**src/rtl/fp128_unpack_pipe_pkg.sv**
```systemverilog
// Widths, constants and shared types for the binary128 unpacker datapath.
// Also provides the operand classifier used by the first pipeline stage.
package fp128Pkg;

   localparam int FMSB = 111;
   localparam int EMSB = 14;

   localparam logic [EMSB:0]   FP128_EXP_ONES = 15'h7FFF;
   localparam logic [EMSB+1:0] FP128_BIAS     = 16'h3FFF;

   typedef struct packed {
      logic            sign;
      logic [EMSB+1:0] exp;
      logic [FMSB+1:0] man;
      logic            zero;
      logic            inf;
      logic            qnan;
      logic            snan;
      logic            sub;
   } fp128_unpacked_t;

   typedef struct packed {
      logic zero;
      logic inf;
      logic qnan;
      logic snan;
      logic sub;
   } fp128_class_t;

   // At most one flag is ever set; all clear means a normal number.
   function automatic fp128_class_t fp128_classify(
      input logic [EMSB:0] e,
      input logic [FMSB:0] f
   );
      fp128_class_t c;
      logic         e_zero;
      logic         e_ones;
      logic         f_zero;
      e_zero = (e == 15'h0000);
      e_ones = (e == FP128_EXP_ONES);
      f_zero = (f == 112'd0);
      c.zero = e_zero & f_zero;
      c.sub  = e_zero & ~f_zero;
      c.inf  = e_ones & f_zero;
      c.qnan = e_ones & f[FMSB];
      c.snan = e_ones & ~f[FMSB] & ~f_zero;
      return c;
   endfunction

endpackage

```
**src/rtl/fp128_unpack_pipe_lzc113.sv**
```systemverilog
// Combinational 113-bit leading-zero counter; reports 113 for an all-zero input.
module fp128_lzc113
   import fp128Pkg::*;
(
   input  logic [FMSB+1:0] i_data,
   output logic [6:0]      o_lz
);

   // Ascending scan: each higher set bit overrides the count from lower ones.
   always_comb begin
      o_lz = 7'd113;
      for (int i = 0; i <= FMSB + 1; i++) begin
         o_lz = i_data[i] ? 7'(FMSB + 1 - i) : o_lz;
      end
   end

endmodule

```
**src/rtl/fp128_unpack_pipe.sv**
```systemverilog
// Three-stage binary128 unpacker (classify / count / form) with valid-ready flow.
// Define FP128_UNPACK_PRENORM_EN to pre-normalize subnormal mantissas.
module fp128_unpack_pipe
   import fp128Pkg::*;
#(
   parameter int TAGW = 8
) (
   input  logic            clk,
   input  logic            rst_n,
   input  logic            ce,
   input  logic            in_valid,
   output logic            in_ready,
   input  logic [127:0]    in_data,
   input  logic [TAGW-1:0] in_tag,
   output logic            out_valid,
   input  logic            out_ready,
   output logic            out_sign,
   output logic [EMSB+1:0] out_exp,
   output logic [FMSB+1:0] out_man,
   output logic            out_zero,
   output logic            out_inf,
   output logic            out_qnan,
   output logic            out_snan,
   output logic            out_sub,
   output logic [TAGW-1:0] out_tag
);

   logic            r_s1_v;
   logic            r_s1_sign;
   logic [EMSB:0]   r_s1_exp;
   logic [FMSB:0]   r_s1_frac;
   fp128_class_t    r_s1_cls;
   logic [TAGW-1:0] r_s1_tag;

   logic            r_s2_v;
   logic            r_s2_sign;
   logic [EMSB:0]   r_s2_exp;
   logic [FMSB:0]   r_s2_frac;
   fp128_class_t    r_s2_cls;
   logic [TAGW-1:0] r_s2_tag;

   logic            r_s3_v;
   fp128_unpacked_t r_s3_res;
   logic [TAGW-1:0] r_s3_tag;

   logic            w_s1_free;
   logic            w_s2_free;
   logic            w_s3_free;
   fp128_unpacked_t w_s3_res;

   // A stage may load when it is empty or its content moves on this cycle.
   assign w_s3_free = ~r_s3_v | out_ready;
   assign w_s2_free = ~r_s2_v | w_s3_free;
   assign w_s1_free = ~r_s1_v | w_s2_free;
   assign in_ready  = w_s1_free;

`ifdef FP128_UNPACK_PRENORM_EN
   logic [6:0] w_lz;
   logic [6:0] r_s2_lz;

   fp128_lzc113 u_lzc (
      .i_data ({|r_s1_exp, r_s1_frac}),
      .o_lz   (w_lz)
   );
`endif

   // S1: capture the operand and classify it.
   always_ff @(posedge clk or negedge rst_n) begin
      if (!rst_n) begin
         r_s1_v    <= 1'b0;
         r_s1_sign <= 1'b0;
         r_s1_exp  <= '0;
         r_s1_frac <= '0;
         r_s1_cls  <= '0;
         r_s1_tag  <= '0;
      end else if (ce && w_s1_free) begin
         r_s1_v <= in_valid;
         if (in_valid) begin
            r_s1_sign <= in_data[127];
            r_s1_exp  <= in_data[126:112];
            r_s1_frac <= in_data[111:0];
            r_s1_cls  <= fp128_classify(in_data[126:112], in_data[111:0]);
            r_s1_tag  <= in_tag;
         end
      end
   end

   // S2: carry the operand forward, plus its leading-zero count when enabled.
   always_ff @(posedge clk or negedge rst_n) begin
      if (!rst_n) begin
         r_s2_v    <= 1'b0;
         r_s2_sign <= 1'b0;
         r_s2_exp  <= '0;
         r_s2_frac <= '0;
         r_s2_cls  <= '0;
         r_s2_tag  <= '0;
`ifdef FP128_UNPACK_PRENORM_EN
         r_s2_lz   <= 7'd0;
`endif
      end else if (ce && w_s2_free) begin
         r_s2_v <= r_s1_v;
         if (r_s1_v) begin
            r_s2_sign <= r_s1_sign;
            r_s2_exp  <= r_s1_exp;
            r_s2_frac <= r_s1_frac;
            r_s2_cls  <= r_s1_cls;
            r_s2_tag  <= r_s1_tag;
`ifdef FP128_UNPACK_PRENORM_EN
            r_s2_lz   <= w_lz;
`endif
         end
      end
   end

   // S3 datapath: build the expanded form; NaN payloads pass through untouched.
   always_comb begin
      w_s3_res      = '0;
      w_s3_res.sign = r_s2_sign;
      w_s3_res.zero = r_s2_cls.zero;
      w_s3_res.inf  = r_s2_cls.inf;
      w_s3_res.qnan = r_s2_cls.qnan;
      w_s3_res.snan = r_s2_cls.snan;
      w_s3_res.sub  = r_s2_cls.sub;
      if (r_s2_cls.zero) begin
         w_s3_res.exp = 16'd0;
         w_s3_res.man = 113'd0;
      end else if (r_s2_cls.sub) begin
`ifdef FP128_UNPACK_PRENORM_EN
         // Hidden bit is 0, so lz >= 1 and the shift lands the MSB on bit 112.
         w_s3_res.exp = 16'd1 - {9'd0, r_s2_lz};
         w_s3_res.man = {1'b0, r_s2_frac} << r_s2_lz;
`else
         w_s3_res.exp = 16'd1;
         w_s3_res.man = {1'b0, r_s2_frac};
`endif
      end else begin
         w_s3_res.exp = {1'b0, r_s2_exp};
         w_s3_res.man = {1'b1, r_s2_frac};
      end
   end

   // S3: output register, held while the consumer stalls.
   always_ff @(posedge clk or negedge rst_n) begin
      if (!rst_n) begin
         r_s3_v   <= 1'b0;
         r_s3_res <= '0;
         r_s3_tag <= '0;
      end else if (ce && w_s3_free) begin
         r_s3_v <= r_s2_v;
         if (r_s2_v) begin
            r_s3_res <= w_s3_res;
            r_s3_tag <= r_s2_tag;
         end
      end
   end

   assign out_valid = r_s3_v;
   assign out_sign  = r_s3_res.sign;
   assign out_exp   = r_s3_res.exp;
   assign out_man   = r_s3_res.man;
   assign out_zero  = r_s3_res.zero;
   assign out_inf   = r_s3_res.inf;
   assign out_qnan  = r_s3_res.qnan;
   assign out_snan  = r_s3_res.snan;
   assign out_sub   = r_s3_res.sub;
   assign out_tag   = r_s3_tag;

endmodule

```
**config.mk**
```make
export PLATFORM = sky130hd
export DESIGN_NAME = fp128_unpack_pipe
export DESIGN_NICKNAME = d
export VERILOG_FILES = /design/src/rtl/fp128_unpack_pipe_pkg.sv /design/src/rtl/fp128_unpack_pipe_lzc113.sv /design/src/rtl/fp128_unpack_pipe.sv
export SDC_FILE = /design/constraint.sdc
export NUM_CORES = 1
export LEC_CHECK = 0
export CAP_MARGIN = 5
export CORE_MARGIN = 2
export CORE_UTILIZATION = 40
export DETAILED_ROUTE_END_ITERATION = 6
export RECOVER_POWER = 25
export SYNTH_ARGS = -nofsm -noshare
export SYNTH_HDL_FRONTEND = slang
export SYNTH_SLANG_ARGS = --single-unit
```
**constraint.sdc**
```tcl
create_clock -name clk -period 2.8 [get_ports clk]
set_clock_uncertainty 0.2 [all_clocks]
set_input_delay 0.56 -clock clk [delete_from_list [all_inputs] [get_ports clk]]
set_output_delay 0.56 -clock clk [all_outputs]
set_load 0.02 [all_outputs]
```
* Yosys cells after proc, flatten, opt, wreduce, memory -nomap -nowiden
Cells that the tools add are included.
** Cells by class
- Add/sub/neg operators :: 0
- Shift-type cells :: 0
- Multiply operators :: 0
- Magnitude comparators :: 0
- Reductions and logical operators :: 8
- Muxes and demuxes :: 2
- Equal/unequal tests :: 1
- Div/mod/pow operators :: 0
- Bitwise gates (word level) :: 14
** Operator list (count)
- $mux 128 :: 2
- $logic_not 112->1 :: 1
- $eq 15x15->1 const B :: 1
- $logic_not 15->1 :: 1
- $and 1x1->1 :: 6
- $reduce_and 2->1 :: 3
- $not 1->1 :: 5
- $logic_and 1x1->1 :: 3
- $or 1x1->1 :: 3
** Storage, ports and cells
- Bits in writable memories :: 0
- Output and inout bits :: 145
- Bits of input ports :: 141
- Latch bits :: 0
- Word-level logic and storage cells :: 55
- Memories kept :: 0
- Bits in registers :: 428
- ROM bits :: 0

* Depth between registers and ports, before layout
Gate-level depths: netlist of run 1.
- Word-level depth :: 6
- Mapped depth :: 8
- Mapped depth without buffers :: 5

* Worst setup path after synthesis of run 1
Ideal clock, no wire load.
- Path kind :: input -> register
- Start :: input out_ready
- End :: register r_s1_frac[50]
- Required time :: 2.484 ns
- Data arrival time :: 1.704 ns
- Setup time :: 0.116 ns
- Path buffers :: 3
- Stages on the path :: 8
- Slack :: 0.780 ns
- Cells stage by stage :: and3b_1 nand2_1 and3_1 buf_2 buf_6 buf_6 nand2_1 nand2_1
** Between the ends
- Longest elaborated chain between the ends :: 5
** Ends and longest elaborated chain
- start, declared :: line fp128_unpack_pipe.sv:16 : input logic out_ready,
- $or 1x1->1 :: line fp128_unpack_pipe.sv:52 : assign w_s3_free = ~r_s3_v | out_ready;
- $or 1x1->1 :: line fp128_unpack_pipe.sv:53 : assign w_s2_free = ~r_s2_v | w_s3_free;
- $or 1x1->1 :: line fp128_unpack_pipe.sv:54 : assign w_s1_free = ~r_s1_v | w_s2_free;
- named net in_ready :: line fp128_unpack_pipe.sv:12 : output logic in_ready,
- $logic_and 1x1->1 :: line fp128_unpack_pipe.sv:76 : end else if (ce && w_s1_free) begin
- $reduce_and 2->1 (no line)
- end signal, assigned :: line fp128_unpack_pipe.sv:81 : r_s1_frac <= in_data[111:0];
- end, declared :: line fp128_unpack_pipe.sv:31 : logic [FMSB:0] r_s1_frac;
The timed path passes the listed nets, and every way through them passes these cells.
A chain may end at the register's enable or synchronous reset.

* Final worst setup path of run 1
- Start :: input out_ready
- End :: output in_ready
** Between the ends
- Longest elaborated chain between the ends :: 3
** Ends and longest elaborated chain (line)
- $or 1x1->1 :: fp128_unpack_pipe.sv:52
- $or 1x1->1 :: fp128_unpack_pipe.sv:53
- $or 1x1->1 :: fp128_unpack_pipe.sv:54
- end, declared :: fp128_unpack_pipe.sv:12
Every way passes these cells.

==> metrics.md, run 1 <==
| Metric | Value |
|---|---|
| Via density | 4.86 |
| #FFs+latches synth | 427 |
| CORE AREA | 0.0411 sq mm |
| CP Max Fanout | 3 |
| GRT Overall Usage | 19.6% |
| GRT overflow | 0 |
| Crit. End Element | primary output |
| Largest area contributor in the synthesized netlist | dfrtp_1 |
| DP Cell Count | 2300 |
| Synth top cells by count | nand2_1, dfrtp_1, mux2_2, nand2b_1, o21ai_0 |
| Share of flip-flops with an asynchronous set or reset | 100% |
| Setup TNS | 0 ps |
| Vias in the first global route | 12.0k |
| Run status | finished, final reports clean |
| Setup slack after layout | 89.7 ps |
| Top-Level Pins | 286 |
| Number of synthesized flops with an enable pin | 0 |
| Hold/Removal Path Class | flop to flop |
| CTS tree | built |
| Syn Std Cell Area | 0.0167 sq mm |
| Clock buffer depth | 3 |
| RSZ-0062 raised after global routing | no |
| Compound-gate portion of the synthesized area | 4.60% |
| Pleak | 10.4 nW |
| PD cells | 980 mW/mm^2 |
| Hold buffers post-CTS | 1 |
| Dpl hpwl | 28400 um |
| Mux contribution to synthesized area | 10.4% |
| Cells after Synth | 1504 |
| H-tree depth | 2 |
| Seq/Total Area, Yosys | 63.8% |
| WP data arrival | 1950 ps |
| Most numerous cell in the Yosys netlist | nand2_1 |
| Measured slew at the worst slew-check pin | 1310 ps |
| Cells taking the most area after synthesis | dfrtp_1, nand2_1, mux2_2 |
| Final setup viols | 0 |
| Chip Height | 209 um |
| Post-place setup slack | -295 ps |
| Largest family of logic cells by synthesized area | simple AND/OR/NAND/NOR gates |
| Post_cts resized | 0 |
| Period utilization | 96.8% |
| Post-CTS setup repair buffer count | 0 |
| Post-route insts no fill | 2387 |
| Drt drc | 0 |
| Synthesized Nets | 1645 |
| Largest net degree at the start of global routing | 75 |
| Share of layout cells above drive strength 1 | 15.5% |
| Maxcap violations | 0 |
| Worst-path clk slew | 60 ps |
| Clk Tree Root Cell | clkbuf_16 |
| Fraction of the mapped netlist area in simple logic gates | 18.2% |
| Wire per inst | 17.5 um |
| Fin nets | 1959 |
| Fmax | 0.369 GHz |
| CTS sink cnt | 427 |
| Chip width | 209 um |
| Post-DRT Antenna Nets | 0 |
| Gp weighted congestion | 0.805 |
| Starting Density | 40.7% |
| Required time of the worst setup path | 2040 ps |
| Xor and xnor area share after synthesis | 0% |
| Top cell type's share of synthesized area | 63.8% |
| Area growth, synth to finish | 33.0% |
| CP startpoint kind | input pin |
| DIE AREA | 0.0435 sq mm |
| Clock latency on the worst-skew pair | 570 ps |
| Post-synthesis adder-cell area fraction | 0% |
| Final Hold Fails | 0 |
| Post-synthesis cell type count | 30 |
| 1st-iter DRT viols | 524 |
| Yosys warning count | 0 |
| Rel. slew slack | 12.5% |
| Row count | 74 |
| Worst VDD drop | 0.639 mV |
| Crit path kind | input pin to primary output |
| Post-Route WL | 41800 um |
| Initial antenna violation count | 7 |
| Ys flop type | dfrtp_1 |
| TritonCTS Buffers | 47 |
| Via count | 11.6k |
| Max Slew Vio Count | 0 |
| Final Critical Period | 2710 ps |
| Port Buf Inserts | 284 |
| First-pass GRT wire length | 67400 um |
| Syn_area_per_cell | 11.1 sq um |
| TritonRoute pass-1 iters | 5 |
## metal layers
metal,wire (um),share of wire [%],global-route usage [%],vias to the layer above
met1,18600,44,26.2,5708
met3,2430,5.8,4.63,68
met5,64,0.15,0,-
met4,1020,2.4,6.53,10
met2,19700,47,31.5,244
li1,-,-,-,5572
## final timing paths
check                           depth (start not counted)                         to                     from  slack (ps)
worst max-delay path                                    4                   in_ready                out_ready          90
worst max register to register                          5  r_s2_frac[75]$_DFFE_PN0P_       r_s2_v$_DFFE_PN0N_         740
max in group asynchronous                               3    r_s2_tag[4]$_DFFE_PN0P_                    rst_n         410
min in group asynchronous                               2  r_s2_frac[66]$_DFFE_PN0P_                    rst_n         310
worst min-delay path                                    2    r_s1_exp[3]$_DFFE_PN0P_  r_s1_exp[3]$_DFFE_PN0P_         270
worst min register to register                          2    r_s1_exp[3]$_DFFE_PN0P_  r_s1_exp[3]$_DFFE_PN0P_         270
## flip-flops by register name (all words and copies together), names as in the netlist, 5 cells and up
name	count
out_exp	15
out_man	113
out_tag	8
r_s1_cls	5
r_s1_exp	15
r_s1_frac	112
r_s1_tag	8
r_s2_cls	5
r_s2_exp	15
r_s2_frac	112
r_s2_tag	8
## kinds of logic after synthesis
| kind of cell | Yosys count |
|---|---|
| AOI/OAI and AO/OA | 136 |
| buffers and inverters | 89 |
| muxes | 155 |
| and+or+nand+nor | 696 |
| other | 1 |
| DFF | 427 |
## cells in the final DEF, fill, tap and decap left out, types with 3 or more instances in the layout
cell type	count
a32o_1	3
nand4_1	11
buf_12	25
clkbuf_16	49
mux2_1	19
clkinv_2	12
nor2_1	3
bufinv_16	7
mux2_2	136
clkbuf_8	8
a22o_1	17
nand2b_1	114
dfrtp_1	426
buf_4	32
clkbuf_1	10
clkdlybuf4s50_1	282
nand2_1	526
nor4_1	30
o21ai_0	113
## stage by stage
| step | hold WS (ps) | util [%] | power (mW) | area (sq um) |
|---|---|---|---|---|
| floorplan | 64.4 | - | 12.2 | 16700 |
| global placement | 251 | 50.3 | 15.3 | 20700 |
| detailed placement | 257 | 50.3 | 15.5 | 20700 |
| CTS | 270 | 54.4 | 22.2 | 22400 |
| global route | 277 | 54.2 | 23.0 | 22300 |
| finish | 266 | 54.2 | 21.8 | 22300 |
## critical path, cell delays in order
cell and delay (ps):
clkdlybuf4s50_1 490, and3b_1 200, nand2_1 90, clkdlybuf4s50_1 610
## cell type report
| cell class | count | area [sq um] |
|---|---|---|
| Clock buffer | 61 | 1350 |
| Tap cell | 532 | 666 |
| Antenna cell | 2 | 5.00 |
| Inverter | 1 | 3.75 |
| Clock inverter | 23 | 305 |
| Multi-Input combinational cell | 988 | 5600 |
| Timing Repair Buffer | 353 | 3650 |
| Sequential cell | 427 | 10700 |
| Fill cell | 3663 | 18800 |
## report_power, final
part | internal, mW | switching, mW | total [mW]
sequential | 8.10 | 1.07 | 9.17
clock | 4.04 | 2.50 | 6.54
combinational | 3.06 | 3.04 | 6.11
total | 15.2 | 6.61 | 21.8
Note: power is estimated with default switching activity, not from simulation.
==> inputs of run 2 (changes only) <==
Settings changed: CTS_CLUSTER_SIZE from default to 8.
==> metrics.md, run 2 (synthesized netlist as in run 1, its figures left out) <==
| Metric | Value |
|---|---|
| Final Critical Period | 2720 ps |
| CORE AREA | 0.0411 sq mm |
| Post-DRT Antenna Nets | 0 |
| Vias in the first global route | 12.2k |
| Top-Level Pins | 286 |
| Commonest non-fill, non-tap cell in the layout | nand2_1 |
| Area growth, synth to finish | 32.4% |
| Crit path kind | input pin to primary output |
| GRT overflow | 0 |
| Sw frac | 30.6% |
| RSZ-0062 raised after global routing | no |
| TritonRoute pass-1 iters | 4 |
| DP Cell Count | 2300 |
| Worst-path cell chain | clkdlybuf4s50_1 > and3b_1 > nand2_1 > clkdlybuf4s50_1 |
| Via count | 11.7k |
| Via density | 4.92 |
| Clock buffer depth | 3 |
| Crit. End Element | primary output |
| Clk Tree Root Cell | clkbuf_16 |
| Starting Density | 40.7% |
| Max reg flops | 113 |
| Worst VDD drop | 0.540 mV |
| Period utilization | 97.0% |
| Final Hold Fails | 0 |
| CP startpoint kind | input pin |
| Fraction of power consumed by sequential logic | 42.8% |
| Row count | 74 |
| Rel. slew slack | 13.3% |
| Setup TNS | 0 ps |
| TritonCTS Buffers | 59 |
| Clock power frac | 28.8% |
| Largest stage delay, worst path | 610 ps |
| Drt drc | 0 |
| Worst-path clk slew | 50 ps |
| 1st-iter DRT viols | 596 |
| First-pass GRT wire length | 68100 um |
| Dpl hpwl | 28400 um |
| Port Buf Inserts | 284 |
| DIE AREA | 0.0435 sq mm |
| Critical-path top delay cell | clkdlybuf4s50_1 |
| Measured slew at the worst slew-check pin | 1300 ps |
| Run status | finished, final reports clean |
| Post-route insts no fill | 2370 |
| Largest net degree at the start of global routing | 75 |
| Chip Height | 209 um |
| Combinational power share | 28.5% |
| Pleak | 10.3 nW |
| Most frequent cells in the layout | nand2_1, dfrtp_1, clkdlybuf4s50_1 |
| Psw | 6.57 mW |
| CP Max Fanout | 3 |
| Initial antenna violation count | 8 |
| WP data arrival | 1960 ps |
| CTS sink cnt | 427 |
| Fmax | 0.368 GHz |
| Clock latency on the worst-skew pair | 600 ps |
| Maxcap violations | 0 |
| Gp weighted congestion | 0.805 |
| Fin nets | 1971 |
| Required time of the worst setup path | 2040 ps |
| CTS tree | built |
| Worst path most repeated cell | clkdlybuf4s50_1 |
| GRT Overall Usage | 19.8% |
| Post-Route WL | 42000 um |
| PD cells | 969 mW/mm^2 |
| H-tree depth | 2 |
| Internal power | 14.9 mW |
| Max Slew Vio Count | 0 |
| Wire per inst | 17.7 um |
| Share of layout cells above drive strength 1 | 14.7% |
| Chip width | 209 um |
| Final setup viols | 0 |
| Hold/Removal Path Class | flop to flop |
[run 2: cell types whose count changed in the layout (fill, tap and decap cells not counted), moves of 2 or more]
cell	change
bufinv_16	-7
clkbuf_16	+11
clkinv_2	-11
clkbuf_8	-8
clkinvlp_4	-2
clkbuf_4	-2
[run 2: cell type report]
| cell class | instances | area (sq um) |
|---|---|---|
| Sequential cell | 427 | 10700 |
| Antenna cell | 3 | 7.51 |
| Clock buffer | 63 | 1510 |
| Multi-Input combinational cell | 988 | 5600 |
| Inverter | 1 | 3.75 |
| Tap cell | 532 | 666 |
| Timing Repair Buffer | 353 | 3660 |
| Fill cell | 3664 | 18900 |
| Clock inverter | 3 | 30.0 |
[run 2: repair_timing]
| action | CTS | global route |
|---|---|---|
| resized for setup | 0 | 0 |
| hold buffers | 1 | 0 |
| hold endpoints to repair | 48 | 0 |
| buffers inserted | 0 | 0 |
[run 2: per-layer routing]
layer | vias up | track usage (%) | wire length [um]
met5 | - | 0 | 64
met4 | 10 | 6.60 | 1060
li1 | 5562 | - | -
met1 | 5745 | 26.2 | 18600
met3 | 78 | 5.06 | 2500
met2 | 257 | 31.8 | 19800
[run 2: per-stage QoR]
stage	area [sq um]	power [mW]	utilization, %	hold WS [ps]	setup slack [ps]
finish	22200	21.5	53.9	263	84.4
global placement	20700	15.3	50.3	251	-278
global route	22200	22.7	53.9	275	15.5
floorplan	16700	12.2	-	64.4	780
CTS	22200	21.8	54.1	258	54.4
detailed placement	20700	15.5	50.3	257	-295
[run 2: critical path: cells and delay by family]
kind / cells / cell delay (ps)
buf+inv: 2 / 1100
simple gates: 2 / 290
[run 2: worst paths after layout]
check,startpoint,end,slack (ps),depth (start not counted)
worst min-delay path,r_s1_exp[3]$_DFFE_PN0P_,r_s1_exp[3]$_DFFE_PN0P_,260,2
min in group asynchronous,rst_n,r_s2_frac[66]$_DFFE_PN0P_,290,2
worst min register to register,r_s1_exp[3]$_DFFE_PN0P_,r_s1_exp[3]$_DFFE_PN0P_,260,2
max in group asynchronous,rst_n,out_tag[4]$_DFFE_PN0P_,410,3
worst max register to register,r_s2_v$_DFFE_PN0N_,r_s2_exp[10]$_DFFE_PN0P_,730,6
worst max-delay path,out_ready,in_ready,80,4
[run 2: power groups by stage]
| stage | Clock, mW | Combinational, mW | Sequential (mW) |
|---|---|---|---|
| floorplan | 0 | 1.99 | 10.2 |
| global placement | 0 | 6.11 | 9.21 |
| detailed placement | 0 | 6.20 | 9.28 |
| CTS | 6.38 | 6.23 | 9.21 |
| global route | 6.62 | 6.64 | 9.44 |
| finish | 6.18 | 6.11 | 9.19 |
